[src/rtl/pulse_handshake_tx.sv]
// pulse_handshake_tx
//
// Transmitter end of a 2-phase (toggle) request/acknowledge pulse crossing.
// Single-cycle event pulses are queued in a saturating pending counter and
// launched one at a time as a single flip of req_tgl. The next event is not
// launched until the receiver's acknowledge toggle, synchronized into this
// clock domain, matches req_tgl again.
//
// Parameters
//   CNT_W        pending-counter width; queue depth is 2^CNT_W-1 events
//   SYNC_STAGES  flop stages on ack_tgl_async (minimum 2)
//
// Ports
//   clk            in   block clock, rising edge
//   rst            in   synchronous active-high reset
//   pulse_in       in   event strobe, one event per high cycle
//   ack_tgl_async  in   acknowledge toggle from the receiver domain
//   ovf_clr        in   clears the sticky overflow flag
//   req_tgl        out  request toggle, one flip per launched event
//   pending        out  queued events not yet launched
//   busy           out  a launched event is awaiting acknowledge
//   done           out  one-cycle strobe per received acknowledge
//   overflow       out  sticky: at least one event was dropped

module pulse_handshake_tx #(
  parameter int CNT_W       = 4,
  parameter int SYNC_STAGES = 2
) (
  input  logic             clk,
  input  logic             rst,
  input  logic             pulse_in,
  input  logic             ack_tgl_async,
  input  logic             ovf_clr,
  output logic             req_tgl,
  output logic [CNT_W-1:0] pending,
  output logic             busy,
  output logic             done,
  output logic             overflow
);

  typedef enum logic {IDLE = 1'b0, WAIT_ACK = 1'b1} state_t;

  localparam logic [CNT_W-1:0] CNT_MAX = '1;
  localparam logic [CNT_W-1:0] CNT_ONE = CNT_W'(1);

  state_t               state;
  state_t               state_nxt;
  logic [SYNC_STAGES-1:0] ack_sync;
  logic                 ack_s;
  logic                 acked;
  logic                 work;
  logic                 fire;
  logic                 drop;
  logic                 req_nxt;
  logic [CNT_W-1:0]     pend_nxt;
  logic                 busy_nxt;
  logic                 done_nxt;
  logic                 ovf_nxt;

  // Pending-count update. A launch (dec) consumes either a queued event or
  // the arriving pulse, so it never underflows; the floor at 0 only guards
  // the unreachable case. Without a launch an arriving pulse is queued
  // unless the counter is full, in which case it is reported as dropped.
  // Returns {drop, next_count}.
  function automatic logic [CNT_W:0] pend_step(input logic [CNT_W-1:0] cnt,
                                                input logic             inc,
                                                input logic             dec);
    logic [CNT_W-1:0] res;
    logic             dropped;
    res     = cnt;
    dropped = 1'b0;
    if (dec) begin
      if (inc)               res = cnt;
      else if (cnt != '0)    res = cnt - CNT_ONE;
      else                   res = '0;
    end else if (inc) begin
      if (cnt == CNT_MAX)    dropped = 1'b1;
      else                   res = cnt + CNT_ONE;
    end
    return {dropped, res};
  endfunction

  // Acknowledge synchronizer; ack_s is the last stage.
  always_ff @(posedge clk) begin
    if (rst) ack_sync <= '0;
    else     ack_sync <= {ack_sync[SYNC_STAGES-2:0], ack_tgl_async};
  end

  assign ack_s = ack_sync[SYNC_STAGES-1];
  assign acked = (ack_s == req_tgl);
  assign work  = (pending != '0) || pulse_in;

  // State and registered outputs.
  always_ff @(posedge clk) begin
    if (rst) begin
      state    <= IDLE;
      req_tgl  <= 1'b0;
      pending  <= '0;
      busy     <= 1'b0;
      done     <= 1'b0;
      overflow <= 1'b0;
    end else begin
      state    <= state_nxt;
      req_tgl  <= req_nxt;
      pending  <= pend_nxt;
      busy     <= busy_nxt;
      done     <= done_nxt;
      overflow <= ovf_nxt;
    end
  end

  // Next state. In WAIT_ACK an acknowledge with more work relaunches on the
  // same edge and stays put, so back-to-back events add no idle cycle.
  always_comb begin
    state_nxt = state;
    unique case (state)
      IDLE:     if (work) state_nxt = WAIT_ACK;
      WAIT_ACK: if (acked && !work) state_nxt = IDLE;
      default:  state_nxt = IDLE;
    endcase
  end

  // Next values of the registered outputs.
  always_comb begin
    fire     = 1'b0;
    done_nxt = 1'b0;
    unique case (state)
      IDLE:     fire = work;
      WAIT_ACK: begin
        done_nxt = acked;
        fire     = acked && work;
      end
      default:  fire = 1'b0;
    endcase
    req_nxt          = fire ? ~req_tgl : req_tgl;
    {drop, pend_nxt} = pend_step(pending, pulse_in, fire);
    // Set wins over a simultaneous clear.
    ovf_nxt          = drop | (overflow & ~ovf_clr);
    busy_nxt         = (state_nxt == WAIT_ACK);
  end

endmodule

[config.mk]
export PLATFORM = sky130hd
export DESIGN_NAME = pulse_handshake_tx
export DESIGN_NICKNAME = d
export VERILOG_FILES = /design/src/rtl/pulse_handshake_tx.sv
export SDC_FILE = /design/constraint.sdc
export NUM_CORES = 1
export LEC_CHECK = 0
export ABC_AREA = 1
export CORE_MARGIN = 2
export CORE_UTILIZATION = 45
export CTS_BUF_LIST = sky130_fd_sc_hd__clkbuf_4
export DETAILED_ROUTE_END_ITERATION = 8
export HOLD_SLACK_MARGIN = 0.03
export PLACE_DENSITY_LB_ADDON = 0.2
export REMOVE_ABC_BUFFERS = 1
export SYNTH_ARGS = -nofsm -noshare
export SYNTH_HDL_FRONTEND = slang
export SYNTH_SLANG_ARGS = --single-unit
[constraint.sdc]
create_clock -name clk -period 2.68 [get_ports clk]
set_input_delay 0.268 -clock clk [delete_from_list [all_inputs] [get_ports clk]]
set_output_delay 0.268 -clock clk [all_outputs]
set_load 0.01 [all_outputs]
==> impl_results.rst <==
.. list-table::
   :header-rows: 1

   * - Metric
     - Value
   * - Status
     - finished clean
   * - Total CTS buffers
     - 3
   * - Cell leakage power
     - 0.383 nW
   * - Switching power
     - 245 µW
   * - Routability Congestion
     - 0.840
   * - I/O pins
     - 13
   * - Floorplan die width
     - 41.5 µm
   * - Final core utilization
     - 60.5%
   * - Vias in the first global route
     - 512
   * - DRT Pass-1 Iters
     - 4
   * - Antenna Nets Post-Route
     - 0
   * - DR vias
     - 568
   * - Clock transition at the register clock pins on the worst setup and hold paths after CTS
     - 0.06 ns
   * - Largest fanout on the critical path
     - 9
   * - Hold/Removal Path Class
     - register to register
   * - Power Internal
     - 349 µW
   * - Setup WS post-layout
     - 0.962 ns
   * - Clock tree from TritonCTS
     - yes
   * - Height of the chip
     - 41.5 µm
   * - Crit-path slowest cell
     - sky130_fd_sc_hd__clkdlybuf4s50_1
   * - Switching fraction of total power
     - 41.3%
   * - Portion of total power attributed to combinational logic
     - 46.4%
   * - Detail-routed net length per standard cell
     - 10.5 µm
   * - Synth unique cells
     - 20
   * - Total standard cell area after synthesis
     - 633 µm²
   * - Post-cts repair resize count
     - 0
   * - Final count of negative-setup-slack endpoints
     - 0
   * - DRC violations left
     - 0
   * - Count of buffers inserted at the top-level ports
     - 12
   * - Finished Cell Area
     - 787 µm²
   * - Number of hold buffers added after CTS
     - 0
   * - Global-route usage over all layers
     - 16.7%
   * - Critical Path AT
     - 1.45 ns
   * - Yosys top cell area share
     - 31.6%
   * - Drt total wl
     - 1.27 mm
   * - Power share of the clock group
     - 17.7%
   * - Setup Skew
     - 0.00194 ns
   * - Largest stage delay on the critical path
     - 0.62 ns
   * - Fraction of final layout cells sized beyond drive strength 1
     - 16.0%
   * - Total grt overflow
     - 0
   * - Buffer depth of the longest clock path
     - 2
   * - Library cell occupying the most area in the post-synthesis netlist
     - sky130_fd_sc_hd__dfxtp_1
   * - Critical-path cell list
     - clkdlybuf4s50_1
   * - Post-Place Cell Area
     - 761 µm²
   * - Buffer count from post-CTS setup fixing
     - 0
   * - Total core area
     - 0.00130 mm²
   * - Placed insts
     - 117
   * - Register bit total from synthesis
     - 10
   * - Ranking of synthesized cells by area
     - sky130_fd_sc_hd__dfxtp_1, sky130_fd_sc_hd__nand2_1, sky130_fd_sc_hd__nor2_1
   * - Startpoint type of the worst setup path
     - register
   * - Non-filler cells, final
     - 121
   * - CTS Root Cell
     - sky130_fd_sc_hd__clkbuf_4
   * - Max Clk Rate
     - 582 MHz
   * - Tightest Pin Transition
     - 0.406 ns
   * - Family of cells with the greatest summed delay on the critical path
     - buffers and inverters
   * - Wire length of the first global-routing pass
     - 2.17 mm
   * - Min cycle time layout
     - 1.72 ns
   * - Worst-Skew Late Latency
     - 0.27 ns
   * - Hold violation count in the final report
     - 0
   * - Number of core rows
     - 13
   * - Share of total power in sequential cells
     - 35.9%
   * - Cells after synthesis
     - 91
   * - Largest net degree at the start of global routing
     - 10
   * - H-tree depth
     - 1
   * - Number of sinks handled by clock tree synthesis
     - 10
   * - Worst vdd rail ir drop
     - 0.399 mV
   * - Total inserted antenna cells
     - 0
   * - CP bufs+invs
     - 1
   * - Setup total negative slack
     - 0 ns
   * - Post-synthesis average cell area
     - 6.96 µm²
   * - Portion of the post-synthesis area used by sequential elements
     - 31.6%
   * - Worst endpoint required time
     - 2.41 ns
   * - Share of the clock period used by the worst path after layout
     - 64.1%
   * - Total die area
     - 0.00172 mm²
   * - Initial detailed-routing violation count
     - 6
   * - Slew margin rel.
     - 72.9%
   * - Crit path capture type
     - output pin
   * - Mean number of vias per cell
     - 4.69
   * - Growth of design area from synthesis to finish
     - 24.3%
   * - Yosys warnings
     - 0
   * - Type of the worst setup path
     - register to output pin
   * - HPWL after detailed placement
     - 988 µm
   * - Initial standard-cell utilization of the core
     - 48.7%
   * - Final Max Tran Viols
     - 0
   * - Number of antenna violations at the first check in global routing
     - 0
   * - Final nets
     - 115
   * - Power per standard cell area
     - 755 mW/mm²
   * - Post-place setup slack
     - 1.13 ns
   * - Max-cap violation count
     - 0
   * - Unrepaired setup endpoints after global routing
     - false
-- cells in the mapped netlist, drive strengths merged --
master	n
nand2	32
nor3	1
a31oi	1
buf	1
ha	3
nand3	7
xor2	2
inv	12
nand3b	1
o21ai	1
nor2	17
a21oi	2
dfxtp	10
nand4	1
-- kinds of logic (layout without fill, tap and decap cells) --
family,after synthesis,after routing,share of synthesized area [%]
compound gates,4,4,3.36
xor+xnor,2,2,2.77
fa+ha+maj,3,3,5.93
buf+inv,13,28,8.89
flops,10,10,31.6
simple gates,59,59,47.4
-- path summary, 6_finish.rpt --
check	start	end	slack, ns	depth (start not counted)
setup / recovery	pending[2]$_SDFFE_PP0P_	pending[2]	0.96	1
hold / removal	ack_sync[0]$_SDFF_PP0_	ack_sync[1]$_SDFF_PP0_	0.41	2
hold reg to reg	ack_sync[0]$_SDFF_PP0_	ack_sync[1]$_SDFF_PP0_	0.41	2
setup reg to reg	pending[0]$_SDFFE_PP0P_	pending[1]$_SDFFE_PP0P_	1.17	9
-- power groups by stage --
| stage | clock network [mW] | logic, mW | registers, mW |
|---|---|---|---|
| 2_1_floorplan | 0 | 0.183 | 0.219 |
| 3_3_place_gp | 0 | 0.276 | 0.214 |
| 3_5_place_dp | 0 | 0.275 | 0.216 |
| 4_1_cts | 0.109 | 0.277 | 0.212 |
| 5_1_grt | 0.114 | 0.312 | 0.218 |
| 6_report | 0.105 | 0.276 | 0.213 |
-- cell usage in the layout, fill, tap and decap left out, drive strengths merged --
| master | instances |
|---|---|
| nor3 | 1 |
| nor2 | 17 |
| nand3 | 7 |
| ha | 3 |
| a21oi | 2 |
| nand2 | 32 |
| xor2 | 2 |
| o21ai | 1 |
| clkinv | 1 |
| a31oi | 1 |
| clkbuf | 3 |
| inv | 12 |
| nand3b | 1 |
| nand4 | 1 |
| clkdlybuf4s50 | 12 |
| dfxtp | 10 |
-- through the flow --
stage / hold slack [ns] / power [mW]
2_1_floorplan: 0.335 / 0.402
3_3_place_gp: 0.404 / 0.490
3_5_place_dp: 0.412 / 0.491
4_1_cts: 0.419 / 0.598
5_1_grt: 0.436 / 0.645
6_report: 0.411 / 0.594
-- routing by layer --
layer | routed length (µm) | part of all wire (%) | track usage, %
met1 | 573 | 45 | 18.9
met2 | 598 | 47 | 27.8
met3 | 86 | 6.8 | 8.70
met4 | 6 | 0.47 | 3.87
met5 | 0 | 0 | 0
-- sequential cells by signal, summed over array words and instances (netlist names) --
signal and cells:
pending 4, ack_sync 2, done 1, overflow 1, req_tgl 1, state 1
-- worst min-delay path, delay by kind of cell, from the launching register on --
family / cells / cell delay (ns)
AND/OR/NAND/NOR: 1 / 0.04
flip-flops: 1 / 0.29
buffers and inverters: 1 / 0.04
-- layout make-up --
type / instances / area [µm²]
clock buffers: 3 / 22.5
flip-flops and latches: 10 / 200
well taps: 15 / 18.8
repair buffers: 12 / 120
inverters: 12 / 45.0
multi-input cells: 68 / 377
fillers: 135 / 514
clock inverters: 1 / 3.75
Note: power is estimated with default switching activity, not from simulation.
